--- config.mk ---
export PLATFORM = sky130hd
export DESIGN_NAME = legv8_control_fsm_flat
export DESIGN_NICKNAME = d
export VERILOG_FILES = /design/src/rtl/legv8_control_fsm_if.sv /design/src/rtl/legv8_control_fsm.sv /design/src/flat_wrapper.sv
export SDC_FILE = /design/constraint.sdc
export NUM_CORES = 1
export LEC_CHECK = 0
export CAP_MARGIN = 30
export CORE_AREA = 5 5 73 75
export DETAILED_ROUTE_END_ITERATION = 16
export DIE_AREA = 0 0 78 80
export PLACE_DENSITY = 0.86
export SLEW_MARGIN = 20
export SYNTH_ARGS = -nofsm -noshare
export SYNTH_HDL_FRONTEND = slang
export SYNTH_SLANG_ARGS = --single-unit
--- constraint.sdc ---
create_clock -name clock -period 2.99 [get_ports clock]
set_input_delay 0.897 -clock clock [delete_from_list [all_inputs] [get_ports clock]]
set_output_delay 0.897 -clock clock [all_outputs]
set_load 0.01 [all_outputs]
--- src/rtl/legv8_control_fsm_if.sv ---
// Bundle of the signals between the LEGv8 datapath and its multi-cycle control unit.
// The datapath (master) supplies IR/status/mem_ready; the control unit (slave) returns its drives.
interface legv8_control_fsm_if;
  logic [31:0] IR;
  logic [3:0]  status;
  logic        mem_ready;
  logic [35:0] controlWord;
  logic [31:0] k;
  logic [2:0]  state;
  logic        halted;

  modport master (
    output IR, status, mem_ready,
    input  controlWord, k, state, halted
  );

  modport slave (
    input  IR, status, mem_ready,
    output controlWord, k, state, halted
  );
endinterface

--- src/rtl/legv8_control_fsm.sv ---
// Multi-cycle LEGv8 control unit: sequences fetch/execute/memory/branch cycles and drives
// the datapath control word and constant combinationally from the registered state.
module legv8_control_fsm (
  input  logic              clock,
  input  logic              reset,
  legv8_control_fsm_if.slave bus
);

  localparam logic [4:0] FS_AND = 5'b00000;
  localparam logic [4:0] FS_ORR = 5'b00100;
  localparam logic [4:0] FS_ADD = 5'b01000;
  localparam logic [4:0] FS_SUB = 5'b01001;
  localparam logic [4:0] ZR     = 5'd31;

  localparam logic [2:0] FETCH  = 3'd0;
  localparam logic [2:0] EXEC   = 3'd1;
  localparam logic [2:0] MEM    = 3'd2;
  localparam logic [2:0] BRANCH = 3'd3;
  localparam logic [2:0] HALT   = 3'd4;

  localparam logic [10:0] OP_ADD  = 11'b10001011000;
  localparam logic [10:0] OP_SUB  = 11'b11001011000;
  localparam logic [10:0] OP_AND  = 11'b10001010000;
  localparam logic [10:0] OP_ORR  = 11'b10101010000;
  localparam logic [9:0]  OP_ADDI = 10'b1001000100;
  localparam logic [9:0]  OP_SUBI = 10'b1101000100;
  localparam logic [10:0] OP_LDUR = 11'b11111000010;
  localparam logic [10:0] OP_STUR = 11'b11111000000;
  localparam logic [7:0]  OP_CBZ  = 8'b10110100;
  localparam logic [7:0]  OP_CBNZ = 8'b10110101;
  localparam logic [5:0]  OP_B    = 6'b000101;

  logic [31:0] ir;
  logic        mem_ready;
  logic        zero_flag;
  logic        unused_status;

  assign ir            = bus.IR;
  assign mem_ready     = bus.mem_ready;
  assign zero_flag     = bus.status[0];
  assign unused_status = ^bus.status[3:1];

  logic [2:0] state_q;
  logic [2:0] state_next;

  logic is_add, is_sub, is_and, is_orr, is_addi, is_subi;
  logic is_rtype, is_itype, is_ldur, is_stur, is_cbz, is_cbnz, is_b;
  logic [4:0] alu_fs;
  logic [4:0] rn, rm, rd;

  assign is_add   = (ir[31:21] == OP_ADD);
  assign is_sub   = (ir[31:21] == OP_SUB);
  assign is_and   = (ir[31:21] == OP_AND);
  assign is_orr   = (ir[31:21] == OP_ORR);
  assign is_addi  = (ir[31:22] == OP_ADDI);
  assign is_subi  = (ir[31:22] == OP_SUBI);
  assign is_ldur  = (ir[31:21] == OP_LDUR);
  assign is_stur  = (ir[31:21] == OP_STUR);
  assign is_cbz   = (ir[31:24] == OP_CBZ);
  assign is_cbnz  = (ir[31:24] == OP_CBNZ);
  assign is_b     = (ir[31:26] == OP_B);
  assign is_rtype = is_add | is_sub | is_and | is_orr;
  assign is_itype = is_addi | is_subi;

  assign alu_fs = (is_sub | is_subi) ? FS_SUB :
                  is_and             ? FS_AND :
                  is_orr             ? FS_ORR : FS_ADD;

  assign rn = ir[9:5];
  assign rm = ir[20:16];
  assign rd = ir[4:0];

  always_ff @(posedge clock) begin
    if (reset) state_q <= FETCH;
    else       state_q <= state_next;
  end

  logic [4:0]  fs, sa, sb, da;
  logic        w_reg, c0, mem_cs, b_sel, mem_w, ir_load, status_load;
  logic [1:0]  size;
  logic        add_tri_sel;
  logic [1:0]  data_tri_sel;
  logic        pc_sel;
  logic [1:0]  pc_fs;
  logic [31:0] k_val;
  logic        taken;

  always_comb begin
    fs           = FS_ADD;
    sa           = ZR;
    sb           = ZR;
    da           = ZR;
    w_reg        = 1'b0;
    c0           = 1'b0;
    mem_cs       = 1'b0;
    b_sel        = 1'b0;
    mem_w        = 1'b0;
    ir_load      = 1'b0;
    status_load  = 1'b0;
    size         = 2'b11;
    add_tri_sel  = 1'b0;
    data_tri_sel = 2'd0;
    pc_sel       = 1'b0;
    pc_fs        = 2'b00;
    k_val        = 32'd0;
    taken        = 1'b0;
    state_next   = state_q;

    case (state_q)
      FETCH: begin
        add_tri_sel  = 1'b1;
        data_tri_sel = 2'd3;
        mem_cs       = 1'b1;
        size         = 2'b10;
        ir_load      = mem_ready;
        state_next   = mem_ready ? EXEC : FETCH;
      end

      EXEC: begin
        if (is_rtype || is_itype) begin
          fs         = alu_fs;
          c0         = is_sub | is_subi;
          sa         = rn;
          sb         = rm;
          da         = rd;
          w_reg      = 1'b1;
          pc_fs      = 2'b01;
          state_next = FETCH;
          if (is_itype) begin
            b_sel = 1'b1;
            k_val = {20'd0, ir[21:10]};
          end
        end else if (is_ldur || is_stur) begin
          state_next = MEM;
        end else if (is_cbz || is_cbnz) begin
          sb          = rd;
          status_load = 1'b1;
          state_next  = BRANCH;
        end else if (is_b) begin
          pc_sel     = 1'b1;
          pc_fs      = 2'b10;
          k_val      = {{6{ir[25]}}, ir[25:0]};
          state_next = FETCH;
        end else begin
          state_next = HALT;
        end
      end

      // Address is Rn + imm9; drives are held unchanged while memory is not ready.
      MEM: begin
        sa     = rn;
        b_sel  = 1'b1;
        k_val  = {{23{ir[20]}}, ir[20:12]};
        mem_cs = 1'b1;
        if (is_ldur) begin
          data_tri_sel = 2'd3;
          da           = rd;
          w_reg        = mem_ready;
        end else begin
          sb           = rd;
          data_tri_sel = 2'd1;
          mem_w        = 1'b1;
        end
        if (mem_ready) begin
          pc_fs      = 2'b01;
          state_next = FETCH;
        end
      end

      BRANCH: begin
        taken = (is_cbz & zero_flag) | (is_cbnz & ~zero_flag);
        if (taken) begin
          pc_sel = 1'b1;
          pc_fs  = 2'b10;
          k_val  = {{13{ir[23]}}, ir[23:5]};
        end else begin
          pc_fs = 2'b01;
        end
        state_next = FETCH;
      end

      HALT: state_next = HALT;

      default: state_next = FETCH;
    endcase
  end

  assign bus.controlWord = {1'b0, fs, sa, sb, da, w_reg, c0, mem_cs, b_sel, mem_w, ir_load,
                            status_load, size, add_tri_sel, data_tri_sel, pc_sel, pc_fs};
  assign bus.k      = k_val;
  assign bus.state  = state_q;
  assign bus.halted = (state_q == HALT);

endmodule
--- src/flat_wrapper.sv ---
// flat-port wrapper written by rule: the top's interface ports become plain ports
module legv8_control_fsm_flat 
  (clock, reset, bus_IR, bus_status, bus_mem_ready, bus_controlWord, bus_k, bus_state, bus_halted);
  legv8_control_fsm_if bus_i ();
  input  logic clock;
  input  logic reset;
  input wire logic [$bits(bus_i.IR)-1:0] bus_IR;
  input wire logic [$bits(bus_i.status)-1:0] bus_status;
  input wire logic [$bits(bus_i.mem_ready)-1:0] bus_mem_ready;
  output wire logic [$bits(bus_i.controlWord)-1:0] bus_controlWord;
  output wire logic [$bits(bus_i.k)-1:0] bus_k;
  output wire logic [$bits(bus_i.state)-1:0] bus_state;
  output wire logic [$bits(bus_i.halted)-1:0] bus_halted;
  assign bus_i.IR = bus_IR;
  assign bus_i.status = bus_status;
  assign bus_i.mem_ready = bus_mem_ready;
  assign bus_controlWord = bus_i.controlWord;
  assign bus_k = bus_i.k;
  assign bus_state = bus_i.state;
  assign bus_halted = bus_i.halted;
  legv8_control_fsm u_core (.clock(clock), .reset(reset), .bus(bus_i));
endmodule
Word-level counts from Yosys, hierarchy flattened

Cells that the tools add are included.

Register bits after elaboration: 3
Output and inout bits: 72
Logic and storage cells: 93

Eq/ne operators: 16
Muxes and demuxes: 62
Bitwise operators: 9
Reductions and logical operators: 5

Operators by type and width:

| operator             | count |
|---|---|
| $mux 32              | 5 |
| $pmux 32 s3          | 1 |
| $eq 11x11->1 const B | 6 |
| $mux 5               | 11 |
| $pmux 5 s2           | 3 |
| $mux 1               | 23 |
| $eq 10x10->1 const B | 2 |
| $eq 8x8->1 const B   | 2 |
| $mux 3               | 5 |
| $mux 12              | 1 |
| $mux 2               | 6 |
| $pmux 3 s4           | 1 |
| $eq 3x2->1 const B   | 2 |
| $eq 6x3->1 const B   | 1 |
| $or 1x1->1           | 6 |
| $pmux 1 s2           | 3 |
| $pmux 2 s3           | 1 |
| $mux 4               | 1 |
| $pmux 2 s2           | 1 |
| $eq 3x1->1 const B   | 1 |
| $eq 3x3->1 const B   | 1 |
| $logic_not 3->1      | 1 |
| $logic_or 1x1->1     | 3 |
| $and 1x1->1          | 2 |
| other kinds (3)      | 3 |

Depth between registers and ports, before layout

Depth in word-level cells: 7
Gate-level depth with buffers: 7
Depth with buffers taken out: 4

Worst setup path after synthesis

OpenSTA, ideal clock, no wires.

Kind: input-to-output
Start: input port bus_IR[27]
End: output port bus_k[26]
Data arrival time: 2.179 ns
Required time: 2.093 ns
Path slack: -0.086 ns
Stages on the path: 7
Path through: nor4bb_1 buf_4 and3_1 buf_6 buf_6 a221o_1 buf_4

Longest elaborated chain between the ends: 7
Elaborated cells on any way between the ends: 27

RTL lines:

| element                         | RTL line                                         | text |
|---|---|---|
| start: declaration              | flat_wrapper.sv:7                                | `input wire logic [$bits(bus_i.IR)-1:0] bus_IR;` |
| $eq 11x11->1 (on tied branches) | legv8_control_fsm.sv:51, legv8_control_fsm.sv:52 |  |
| $or 1x1->1 (3 in a row)         | legv8_control_fsm.sv:62                          | `assign is_rtype = is_add \| is_sub \| is_and \| is_orr;` |
| $logic_or 1x1->1                | legv8_control_fsm.sv:120                         | `if (is_rtype \|\| is_itype) begin` |
| $mux 32                         | legv8_control_fsm.sv:120                         |  |
| $pmux 32 s3 (*)                 | legv8_control_fsm.sv:109                         | `case (state_q)` |
| end: declaration                | flat_wrapper.sv:11                               | `output wire logic [$bits(bus_i.k)-1:0] bus_k;` |

Every way passes the cells marked *; elsewhere a longest branch is shown, timed or not.

Final worst setup path

Start: input port bus_IR[26]
End: output port bus_controlWord[22]

Longest elaborated chain between the ends: 7
Elaborated cells on any way between the ends: 22

RTL lines:

| element                         | RTL line                                         | text |
|---|---|---|
| $eq 11x11->1 (on tied branches) | legv8_control_fsm.sv:51, legv8_control_fsm.sv:52 |  |
| $or 1x1->1 (3 in a row)         | legv8_control_fsm.sv:62                          |  |
| $logic_or 1x1->1                | legv8_control_fsm.sv:120                         |  |
| $mux 5                          | legv8_control_fsm.sv:120                         |  |
| $pmux 5 s2 (*)                  | legv8_control_fsm.sv:109                         |  |
| end: declaration                | flat_wrapper.sv:10                               | `output wire logic [$bits(bus_i.controlWord)-1:0] bus_controlWord;` |

Marks and branches as above.

==> metrics.txt <==
area occupied by multi-input gates 1240 sq um; VDD IR max 0.000101 V; IO buf count 103; detailed placement HPWL 4950 um; MaxCap Viol Count 0; largest net degree at the start of global routing 14; EDFF count, synth 0; Comb power frac ~60%; FF/Latch Area 60.1 sq um; Yosys top cell by area buf_4; Crit path largest cell delay between 0.2 and 0.3 ns; Bufs and invs on worst path 5; GR peak layer met2; R2R Path Start u_core.bus.state[1]; Post-route DRC 0; via count of the first global-routing pass 2302; sequential area share after synthesis between 4 and 5%; die height roughly 80 um; global-route wire length before repair 11800 um; global route overflow 0; crit-path cells buf_6, buf_6, nor3b_4, nand4_1, buf_4, a32oi_2, buf_6, a2bb2oi_2, buf_2; critical path's slowest cell nor3b_4; clk sink count 3; Avg Inst Size Synth just under 8 sq um; Tot Pwr 0.000415 W; Pre-Repair DR Iteration Count 4; library cells used by synthesis 48; CP max FO 5; final hold viol count 0; Synth Flop Type dfxtp_1; nets about 380; # setup viols final 53; CTS tree built; RSZ-0062 raised after global routing true; final setup margin -0.245 ns; failing checks setup timing; drt wl/cell 20.8 um; Area Overhead vs Synth 138%; Max Clk Rate between 300 and 400 MHz; Seq pwr share 10.8%; Root Driver clkbuf_8; Worst Skew 0.00466 ns; setup_tns -8.71 ns; warnings from Yosys 0; Cell Int Power 0.000270 W; Longest Clk Path Bufs 2; ant diodes 0; Worst Tran Pin Value 0.527 ns; Tmin final 3.24 ns; Slew Limit Fails 0; outcome finished, violations left; die area 6240 sq um; delay-heaviest family, CP buffers and inverters; GRT Overall Usage 23.3%; Mapped Cells 170; Routed Antenna Nets 0; die width 78 um; Clk network pwr share 29.4%; Top cell by count, worst path buf_6; Worst slew margin between 60 and 70%; Post-CTS Hold Fix Bufs 0; Clock transition at path regs 0.04 ns; PwrDens roughly 130 nW/um^2; M3 GR Usage 3.95%; hold path startpoint u_core.bus.state[0]; Worst Hold Depth 4; # IOs 111; Synth Register Bits 3; FF-to-FF End u_core.bus.state[1]; fraction of layout cells with a size suffix above 1 around 63%; met2 Use GR 41.6%; worst endpoint data arrival time 2.34 ns; antenna violations before repair 0; Yosys top cell area share 14.3%; Clock Latency Late Sink 0.22 ns; number of fill cells around 330; WS Path Type primary input to primary output; routing usage on met1 26.2%; largest cells by area after synthesis buf_4 14%, a221o_1 14%, a22o_1 6.0%; Sw Ratio 35.0%; ratio of final minimum period to clock period 108%; via count about 2200; crit start category primary input; crit end category primary output; Worst Hold Class flop to flop; final core occ 67.9%; floorplan row count 25; Lkg Pwr 1.54 nW; RD Place Congestion 0.861; Core Region 4600 sq um; Routed WL between 8000 and 9000 um; initial core utilization 28.5%; path depth of the worst reg2reg path 6; Worst Hold End u_core.bus.state[2]; max reg flops 3; post-synthesis instance area 1310 sq um; H-tree levels 1; Critical Path RT approximately 2.1 ns; NetSw 0.000145 W; Async SR Flop Fraction 0%; DRT iter0 DRCs 194; Reg2Reg Setup Slack 1.38 ns; drt via density 5.74; Num CTS Buffers 3
worst max path at each step:
stage                          start             endpoint  slack, ns  cells after the start
after global placement    bus_IR[28]             bus_k[3]      -0.96                      8
after global routing      bus_IR[27]            bus_k[30]      -0.33                      8
after CTS                 bus_IR[26]  bus_controlWord[20]      -0.22                      9
after floorplan           bus_IR[27]            bus_k[26]      -0.09                      7
after detailed placement  bus_IR[28]             bus_k[3]      -1.05                      8
final                     bus_IR[26]  bus_controlWord[22]      -0.25                      9
power groups by stage:
| stage | combinational [W] | sequential [W] | clock, W |
|---|---|---|---|
| after floorplan | 0.0000705 | 0.0000474 | 0 |
| after global placement | 0.000210 | 0.0000449 | 0 |
| after detailed placement | 0.000214 | 0.0000453 | 0 |
| after CTS | 0.000226 | 0.0000447 | 0.000120 |
| after global routing | 0.000259 | 0.0000451 | 0.000126 |
| final | 0.000248 | 0.0000447 | 0.000122 |
tightest hold or removal path, stage by stage, from the launching register on:
cell,delay [ns]
dfxtp_1,0.34
buf_4,0.15
nor3b_1,0.07
nand2_1,0.05
o21ai_0,0.08
stage by stage:
step           instance area (sq um)  std cells  hold WS, ns  setup WS (ns)
2_1_floorplan                   1320        172        0.737        -0.0858
3_3_place_gp                    2660        361        0.707         -0.956
3_5_place_dp                    2660        361        0.736          -1.05
4_1_cts                         2930        386        0.744         -0.216
5_1_grt                         3120        389        0.827         -0.326
6_report                        3120        389        0.766         -0.245
cell type report:
cell class / count / share of cell area [%]
well taps: 54 / 2.17
clock buffers: 4 / 1.44
multi-input cells: 126 / 39.9
flip-flops and latches: 3 / 1.92
inverters: 8 / 0.962
repair buffers: 194 / 53.6
cells in the mapped netlist, drive strengths merged, types with 5 or more instances:
master and instances:
a221o 18, buf 34, o21bai 7, nor3b 6, inv 8, nor2 9, a22o 9, a21oi 6
a2bb2oi 5, nand3b 6, nor3 6
what timing repair did:
item,in CTS,in global routing
gates resized for setup,347,41
cloned,4,0
pin swaps,48,31
buffers inserted,19,9
endpoints found under the hold margin,0,0
endpoints found under the setup margin,60,57
kinds of logic (layout without fill, tap and decap cells):
logic type / count (synthesis) / count (layout) / share of synthesized area, %
and+or+nand+nor: 53 / 53 / 27.5
AOI/OAI and AO/OA: 68 / 68 / 43.9
other: 2 / 4 / 0.574
buffers and inverters: 43 / 206 / 22.8
xor gates and xnor gates: 1 / 1 / 0.669
DFF: 3 / 3 / 4.59
cells in the final DEF, fill, tap and decap left out, types with 3 or more instances in the layout:
cell type,netlist,final
clkbuf_8,0,3
buf_4,25,65
nor2_1,7,3
a221o_1,18,18
nor3b_2,2,3
a21oi_2,0,4
dlygate4sd2_1,0,5
nand2_1,4,3
a2bb2oi_2,0,5
o21bai_1,6,6
o21ai_0,3,3
dfxtp_1,3,3
nor2_2,1,4
a21o_1,4,4
nand3b_1,6,6
a22o_1,9,8
buf_6,5,39
conb_1,2,4
inv_1,8,7
buf_16,0,3
clkdlybuf4s50_1,0,30
nor3_4,0,3
buf_2,4,46
a211o_1,4,4
per-layer routing:
| layer | up-vias | share of wire (%) |
|---|---|---|
| met5 | - | 0 |
| met4 | 0 | 4.0 |
| met3 | 32 | 7.8 |
| met2 | 152 | 50 |
| met1 | 1069 | 38 |
| li1 | 981 | - |
(Power assumes the default switching activity.)
